<file path="src/rtl/button_conditioner.sv">
// Synchronises and debounces a push-button and direction switch into a counter enable pulse and up_down level.
// Press reaches enable DEBOUNCE_CYCLES+2 edges after btn_raw is first sampled high; no backpressure.
module button_conditioner #(
    parameter int DEBOUNCE_CYCLES = 16,
    parameter int HOLD_CYCLES     = 64,
    parameter int REPEAT_CYCLES   = 16,
    parameter bit REPEAT_EN       = 1'b1
) (
    input  logic clk,
    input  logic reset,
    input  logic btn_raw,
    input  logic dir_raw,
    output logic enable,
    output logic up_down,
    output logic btn_level
);
    localparam int MAX_DH = (DEBOUNCE_CYCLES > HOLD_CYCLES) ? DEBOUNCE_CYCLES : HOLD_CYCLES;
    localparam int MAX_T  = (MAX_DH > REPEAT_CYCLES) ? MAX_DH : REPEAT_CYCLES;
    localparam int TW     = $clog2(MAX_T + 1);
    localparam int DW     = $clog2(DEBOUNCE_CYCLES + 1);

    localparam logic [TW-1:0] DEB_LAST  = TW'(DEBOUNCE_CYCLES - 1);
    localparam logic [TW-1:0] HOLD_LAST = TW'(HOLD_CYCLES - 1);
    localparam logic [TW-1:0] REP_LAST  = TW'(REPEAT_CYCLES - 1);
    localparam logic [TW-1:0] T_SAT     = '1;
    localparam logic [DW-1:0] DIR_FULL  = DW'(DEBOUNCE_CYCLES);

    typedef enum logic [2:0] {
        IDLE       = 3'd0,
        PRESS_DB   = 3'd1,
        HELD       = 3'd2,
        REPEAT     = 3'd3,
        RELEASE_DB = 3'd4
    } state_t;

    state_t          state_q, state_d;
    logic [TW-1:0]   timer_q, timer_d;
    logic [DW-1:0]   dir_cnt_q, dir_cnt_d;
    logic            btn_meta_q, btn_meta_d, btn_s_q, btn_s_d;
    logic            dir_meta_q, dir_meta_d, dir_s_q, dir_s_d;
    logic            up_down_q, up_down_d;
    logic            enable_q, enable_d;
    logic            btn_level_q, btn_level_d;
    logic            pulse;

    always_ff @(posedge clk or negedge reset) begin
        if (!reset) begin
            btn_meta_q  <= 1'b0;
            btn_s_q     <= 1'b0;
            dir_meta_q  <= 1'b0;
            dir_s_q     <= 1'b0;
            state_q     <= IDLE;
            timer_q     <= '0;
            dir_cnt_q   <= '0;
            up_down_q   <= 1'b1;
            enable_q    <= 1'b0;
            btn_level_q <= 1'b0;
        end else begin
            btn_meta_q  <= btn_meta_d;
            btn_s_q     <= btn_s_d;
            dir_meta_q  <= dir_meta_d;
            dir_s_q     <= dir_s_d;
            state_q     <= state_d;
            timer_q     <= timer_d;
            dir_cnt_q   <= dir_cnt_d;
            up_down_q   <= up_down_d;
            enable_q    <= enable_d;
            btn_level_q <= btn_level_d;
        end
    end

    always_comb begin
        btn_meta_d = btn_raw;
        btn_s_d    = btn_meta_q;
        dir_meta_d = dir_raw;
        dir_s_d    = dir_meta_q;
    end

    // Counting to DEBOUNCE_CYCLES flips up_down on the same edge a press would be accepted.
    always_comb begin
        dir_cnt_d = dir_cnt_q;
        up_down_d = up_down_q;
        if (dir_s_q == up_down_q) begin
            dir_cnt_d = '0;
        end else if (dir_cnt_q == DIR_FULL) begin
            up_down_d = dir_s_q;
            dir_cnt_d = '0;
        end else begin
            dir_cnt_d = dir_cnt_q + 1'b1;
        end
    end

    always_comb begin
        state_d = state_q;
        timer_d = timer_q;
        pulse   = 1'b0;
        unique case (state_q)
            IDLE: begin
                if (btn_s_q) state_d = PRESS_DB;
            end
            PRESS_DB: begin
                if (!btn_s_q) begin
                    state_d = IDLE;
                end else if (timer_q == DEB_LAST) begin
                    state_d = HELD;
                    pulse   = 1'b1;
                end else begin
                    timer_d = timer_q + 1'b1;
                end
            end
            HELD: begin
                if (!btn_s_q) begin
                    state_d = RELEASE_DB;
                end else if (REPEAT_EN && (timer_q == HOLD_LAST)) begin
                    state_d = REPEAT;
                    pulse   = 1'b1;
                end else if (timer_q != T_SAT) begin
                    timer_d = timer_q + 1'b1;
                end
            end
            REPEAT: begin
                if (!btn_s_q) begin
                    state_d = RELEASE_DB;
                end else if (timer_q == REP_LAST) begin
                    pulse   = 1'b1;
                    timer_d = '0;
                end else begin
                    timer_d = timer_q + 1'b1;
                end
            end
            RELEASE_DB: begin
                if (btn_s_q) begin
                    state_d = HELD;
                end else if (timer_q == DEB_LAST) begin
                    state_d = IDLE;
                end else begin
                    timer_d = timer_q + 1'b1;
                end
            end
            default: state_d = IDLE;
        endcase
        if (state_d != state_q) timer_d = '0;
    end

    always_comb begin
        enable_d    = pulse;
        btn_level_d = (state_d == HELD) || (state_d == REPEAT) || (state_d == RELEASE_DB);
    end

    assign enable    = enable_q;
    assign up_down   = up_down_q;
    assign btn_level = btn_level_q;
endmodule

</file>
<file path="config.mk">
export PLATFORM = sky130hd
export DESIGN_NAME = button_conditioner
export DESIGN_NICKNAME = d
export VERILOG_FILES = /design/src/rtl/button_conditioner.sv
export SDC_FILE = /design/constraint.sdc
export NUM_CORES = 1
export LEC_CHECK = 0
export ABC_AREA = 1
export BUFFER_PORTS_ARGS = -buffer_cell sky130_fd_sc_hd__buf_2
export CAP_MARGIN = 25
export CORE_ASPECT_RATIO = 1.5
export CORE_MARGIN = 2
export CORE_UTILIZATION = 40
export CTS_BUF_LIST = sky130_fd_sc_hd__clkbuf_2
export CTS_CLUSTER_DIAMETER = 60
export DETAILED_ROUTE_END_ITERATION = 12
export GPL_TIMING_DRIVEN = 0
export PLACE_DENSITY_LB_ADDON = 0.25
export SKIP_CTS_REPAIR_TIMING = 1
export SLEW_MARGIN = 25
export SYNTH_ARGS = -nofsm -noshare
export SYNTH_HDL_FRONTEND = slang
export SYNTH_SLANG_ARGS = --single-unit
</file>
<file path="constraint.sdc">
create_clock -name clk -period 1.41 [get_ports clk]
set_input_delay 0.282 -clock clk [delete_from_list [all_inputs] [get_ports clk]]
set_output_delay 0.282 -clock clk [all_outputs]
set_load 0.02 [all_outputs]
</file>
# Word-level counts from Yosys, hierarchy flattened
# Index checks and enable logic that the tools add are counted.
# W data, S select, Z words.
totals:
  out_inout_bits: 3
  input_bits: 4
  register_bits: 22
  elab_cells: 65
op_classes:
  n_addsub: 2
  n_reduce_logical: 7
  eq_ne: 19
  muxes: 26
  bitwise_logic: 1
ops:
  columns: ["op", "n"]
  rows:
  - ["$mux W7", 9]
  - ["$pmux W7 S4", 1]
  - ["$mux W3", 8]
  - ["$ne A3 B3 Y1 const B", 6]
  - ["$pmux W3 S5", 1]
  - ["$eq A3 B2 Y1 const B", 4]
  - ["$mux W5", 2]
  - ["$add A7 B1 Y7 const B", 1]
  - ["$eq A7 B4 Y1 const B", 1]
  - ["$eq A7 B6 Y1 const B", 1]
  - ["$ne A7 B7 Y1 const B", 1]
  - ["$reduce_and A7 Y1", 1]
  - ["$eq A3 B3 Y1 const B", 2]
  - ["$add A5 B1 Y5 const B", 1]
  - ["$eq A5 B5 Y1 const B", 1]
  - ["$reduce_bool A5 Y1", 1]
  - ["$mux W1", 4]
  - ["$eq A3 B1 Y1 const B", 1]
  - ["$logic_not A3 Y1", 1]
  - ["$ne A3 B3 Y1", 1]
  - ["$logic_or A1 B1 Y1", 2]
  - ["$pmux W1 S2", 1]
  - ["$reduce_and A2 Y1", 1]
  - ["$reduce_or A2 Y1", 1]
  - ["other kinds (2)", 2]

# Longest topological paths before layout
logic_depth:
  depth_word: 7
  depth_mapped: 11

# Least setup slack after synthesis
# Ideal clock, no wire load.
synth_timing:
  path_kind: "reg-to-reg"
  start: "register timer_q[0]"
  end: "register timer_q[0]"
  arrival_ns: 1.358
  path_buffers: 0
  setup_slack_ns: -0.021
  stages_incl_launch_ff: 9
  t_required_ns: 1.337
  path_cell_list: "dfrtp_1 ha_1 nand3_2 inv_1 nand3_2 nand3_2 a21oi_2 nand3_2 nor2_1"
synth_via:
  elab_chain_cells: 7
synth_lines:
  columns: ["item", "line", "rtl"]
  rows:
  - ["from (decl)", "37", "logic [TW-1:0] timer_q, timer_d;"]
  - ["from (signal assigned)", "64", "timer_q <= timer_d;"]
  - ["$eq A7 B4 Y1 / $eq A7 B6 Y1 (equally long branches)", null, null]
  - ["$mux W3 (on tied branches)", "134, 104, 114", null]
  - ["$mux W3 (on tied branches)", "132, 102, 112", null]
  - ["$pmux W3 S5", "97", "unique case (state_q)"]
  - ["$ne A3 B3 Y1", "142", "if (state_d != state_q) timer_d = '0;"]
  - ["$ne A3 B3 Y1 (no line) / $reduce_bool A5 Y1 (equally long branches)", null, null]
  - ["$reduce_and A7 Y1 (no line)", null, null]
# Parallel ways exist; a longest one is shown, timed or not. The select of a mux whose other input is x is not followed.
# A chain may end at the register's enable or synchronous reset.

# Worst setup path after layout
layout_timing:
  start: "register state_q[2]"
  end: "register timer_q[2]"
layout_via:
  elab_chain_cells: 6
layout_lines:
  columns: ["item", "line", "rtl"]
  rows:
  - ["from (decl)", "36", "state_t state_q, state_d;"]
  - ["from (signal assigned)", "63", "state_q <= state_d;"]
  - ["$mux W3 (on tied branches)", "134, 104, 114", null]
  - ["$mux W3 (on tied branches)", "132, 102, 112", null]
  - ["$pmux W3 S5", "97", null]
  - ["$ne A3 B3 Y1", "142", null]
  - ["$ne A3 B3 Y1 (no line) / $reduce_bool A5 Y1 (equally long branches)", null, null]
  - ["$reduce_and A7 Y1 (no line)", null, null]
# Parallel ways exist; a longest one is shown, timed or not.

==> impl_metrics.json <==
{
  "most_common_library_cell_in_the_layout_ignoring_fill_and_taps": "sky130_fd_sc_hd__nand2_1",
  "leakage_nw": 0.701,
  "cp_data_required_time_ns": 1.68,
  "met3_usage_pct": 1.90,
  "setup_viol": 7,
  "register_bit_total_from_synthesis": 22,
  "standard_cell_core_area_mm2": 0.00288,
  "num-nets-final": 174,
  "rr_startpoint": "state_q[2]",
  "pin_count_of_the_biggest_net_entering_global_routing": 23,
  "synth.yosys.seq_area_share_pct": 46.4,
  "cp-start-kind": "flop",
  "globalRouteTotalUtil_pct": 14.4,
  "placement.io_buffers": 6,
  "viasPerCell": 4.90,
  "clock_tree.htree_level_count": 1,
  "initialDrtViolationCount": 12,
  "setup.worst_path.class": "reg2reg",
  "setup_repair_after_global_routing_missed_its_margin": "yes",
  "placed_cell_area_mm2": 0.00127,
  "clk_latency_ns": 0.32,
  "worst-path-max-fanout": 7,
  "reg2reg_slack_ns": -0.13,
  "hold_class": "in2reg",
  "mappedNetlistArea_mm2": 0.00119,
  "tritoncts_num_sinks": 22,
  "reg2regPathDepth": 9,
  "total_vias_in_the_final_route": 1004,
  "fp-row-count": 24,
  "post_route_cells_drive_above_1_share_pct": 25.9,
  "worst_ir_drop_vdd_uv": 720,
  "die-area_mm2": 0.00344,
  "final.setup.tns_ns": -0.758,
  "pwr_density_cell_mw_per_mm2": 1450,
  "gp_congestion": 0.861,
  "drv_cap": 0,
  "cts_tree": "yes",
  "crit-reg2reg-capture": "timer_q[2]",
  "hold_ws_ns": 0.0481,
  "cts_inserted_buffers": 3,
  "critical_path.endpoint_type": "flop",
  "synth_cell_type_count": 25,
  "dp.final_hpwl_mm": 1.74,
  "die_h_um": 70.8,
  "wire_length_of_the_first_global_routing_pass_mm": 3.86,
  "tightestPinTransition_ns": 0.498,
  "clock-root-buffer": "sky130_fd_sc_hd__clkbuf_2",
  "post-route-period-util_pct": 109,
  "clk_path_buf_depth": 2,
  "fin_ws_ns": -0.126,
  "layout.cells.most_common_list": "sky130_fd_sc_hd__nand2_1 (29), sky130_fd_sc_hd__nor2_1 (22), sky130_fd_sc_hd__inv_1 (19), sky130_fd_sc_hd__dfrtp_1 (19), sky130_fd_sc_hd__nand3_1 (13)",
  "critPathLaunch": "state_q[2]",
  "global_route.peak_usage_layer": "met2",
  "antenna_cells": 0,
  "grtUsageMet2_pct": 28.5,
  "drt_drc_violations_left": 0,
  "yosys_warnings": 0,
  "grt_antenna_before_repair": 0,
  "synthesis.nets": 157,
  "run_status": "finished with violations",
  "initial_utilization_pct": 41.3,
  "final-max-slew-violation-count": 0,
  "met1_global_route_usage_pct": 14.3,
  "layout.cell_area.non_filler_mm2": 0.00143,
  "synth.avg_cell_area_um2": 7.93,
  "minimum_clock_period_ns": 1.54,
  "fmaxAchievable_mhz": 651,
  "worstPathArrival_ns": 1.80,
  "synth_cells": 150,
  "worst_clock_skew_ns": 0.00532,
  "failing_checks": "negative setup slack",
  "grt.overflow.total": 0,
  "i_o_pin_count": 7,
  "final-hold-violation-count": 0,
  "clkSlewWorstSetupHoldPaths_ns": 0.21,
  "die-width_um": 48.5,
  "ant_nets": 0,
  "wire_per_inst_um": 11.7,
  "drt_wl_total_mm": 2.40,
  "post_synthesis_to_final_layout_area_growth_pct": 19.8,
  "timing.critical_path.to": "timer_q[2]",
  "relSlewSlack_pct": 66.8,
  "drt-pass1-iter-count": 4,
  "first_global_vias": 961
}
==> Yosys cell counts <==
cell type                  count  area (um^2)
sky130_fd_sc_hd__nand2_1      32          120
sky130_fd_sc_hd__nor2_1       27          101
sky130_fd_sc_hd__dfrtp_1      21          526
sky130_fd_sc_hd__inv_1        20         75.1
sky130_fd_sc_hd__nand3_1      14         70.1
sky130_fd_sc_hd__a21oi_1       6         30.0
sky130_fd_sc_hd__nand3_2       4         40.0
sky130_fd_sc_hd__ha_1          3         37.5
sky130_fd_sc_hd__inv_2         3         11.3
sky130_fd_sc_hd__nand2_2       2         12.5
sky130_fd_sc_hd__nor3_1        2         10.0
sky130_fd_sc_hd__xnor2_1       2         17.5
sky130_fd_sc_hd__xor2_1        2         17.5
sky130_fd_sc_hd__a21oi_2       1         8.76
sky130_fd_sc_hd__a311oi_1      1         8.76
sky130_fd_sc_hd__a31oi_1       1         6.26
sky130_fd_sc_hd__buf_6         1         11.3
sky130_fd_sc_hd__dfstp_2       1         26.3
sky130_fd_sc_hd__inv_4         1         6.26
sky130_fd_sc_hd__mux2_2        1         11.3
sky130_fd_sc_hd__nand3_4       1         17.5
sky130_fd_sc_hd__nand4_1       1         6.26
sky130_fd_sc_hd__nor2_2        1         6.26
sky130_fd_sc_hd__o21a_1        1         7.51
sky130_fd_sc_hd__o21ai_1       1         5.00
==> critical path, stage by stage, from the launching register on <==
cell and delay, ns:
sky130_fd_sc_hd__dfrtp_2 0.52, sky130_fd_sc_hd__inv_4 0.09, sky130_fd_sc_hd__nand2_1 0.06, sky130_fd_sc_hd__inv_1 0.09, sky130_fd_sc_hd__nand2_1 0.10, sky130_fd_sc_hd__nand2_2 0.09
sky130_fd_sc_hd__nand3_4 0.09, sky130_fd_sc_hd__a21oi_4 0.17, sky130_fd_sc_hd__nand3_4 0.14, sky130_fd_sc_hd__nor2_2 0.13
==> kinds of logic after synthesis <==
family | Yosys count | share of synthesized area, %
buffers and inverters | 25 | 8.73
muxes | 1 | 0.946
adders and majority gates | 3 | 3.15
DFF | 22 | 46.4
xor gates and xnor gates | 4 | 2.94
and+or+nand+nor | 84 | 32.3
AOI/OAI and AO/OA | 11 | 5.57
==> sequential cells by signal, indices dropped and copies added (netlist names) <==
register / count
btn_level: 1
btn_meta_q: 1
btn_s_q: 1
dir_cnt_q: 5
dir_meta_q: 1
dir_s_q: 1
enable: 1
state_q: 3
timer_q: 7
up_down: 1
==> final cells by class <==
class | instances | area [um^2]
multi-input combinational | 103 | 614
tap | 39 | 48.8
fill | 307 | 1460
buffer | 1 | 11.3
sequential | 22 | 554
clock inverter | 1 | 3.75
clock buffer | 3 | 15.0
inverter | 24 | 97.6
timing repair buffer | 12 | 80.1
==> where the power goes <==
part | switching, mW | internal (mW)
sequential | 0.0904 | 0.720
combinational | 0.629 | 0.377
clock | 0.187 | 0.0617
total | 0.907 | 1.16
==> how the worst min path moves through the flow <==
stage / slack [ns] / endpoint / startpoint / depth (start not counted)
floorplan: -0.01 / btn_level / reset / 0
global placement: 0.27 / timer_q[2] / reset / 1
detailed placement: 0.28 / timer_q[2] / reset / 1
CTS: -0.11 / timer_q[2] / reset / 1
global route: 0.02 / dir_meta_q / dir_raw / 1
finish: 0.05 / dir_meta_q / dir_raw / 1
==> routing by layer <==
layer	wire length (um)	vias up
met3	51	2
li1	-	503
met1	857	485
met2	1470	14
met4	21	0
met5	0	-
==> through the flow <==
stage,utilization [%],instances,setup WS (ns),power (mW)
global placement,44.1,195,-0.166,1.58
finish,49.4,205,-0.126,2.07
global route,49.4,205,-0.218,2.22
CTS,44.7,199,-0.257,1.86
floorplan,-,150,0.00966,1.41
detailed placement,44.1,195,-0.211,1.60
Note: power is estimated with default switching activity, not from simulation.
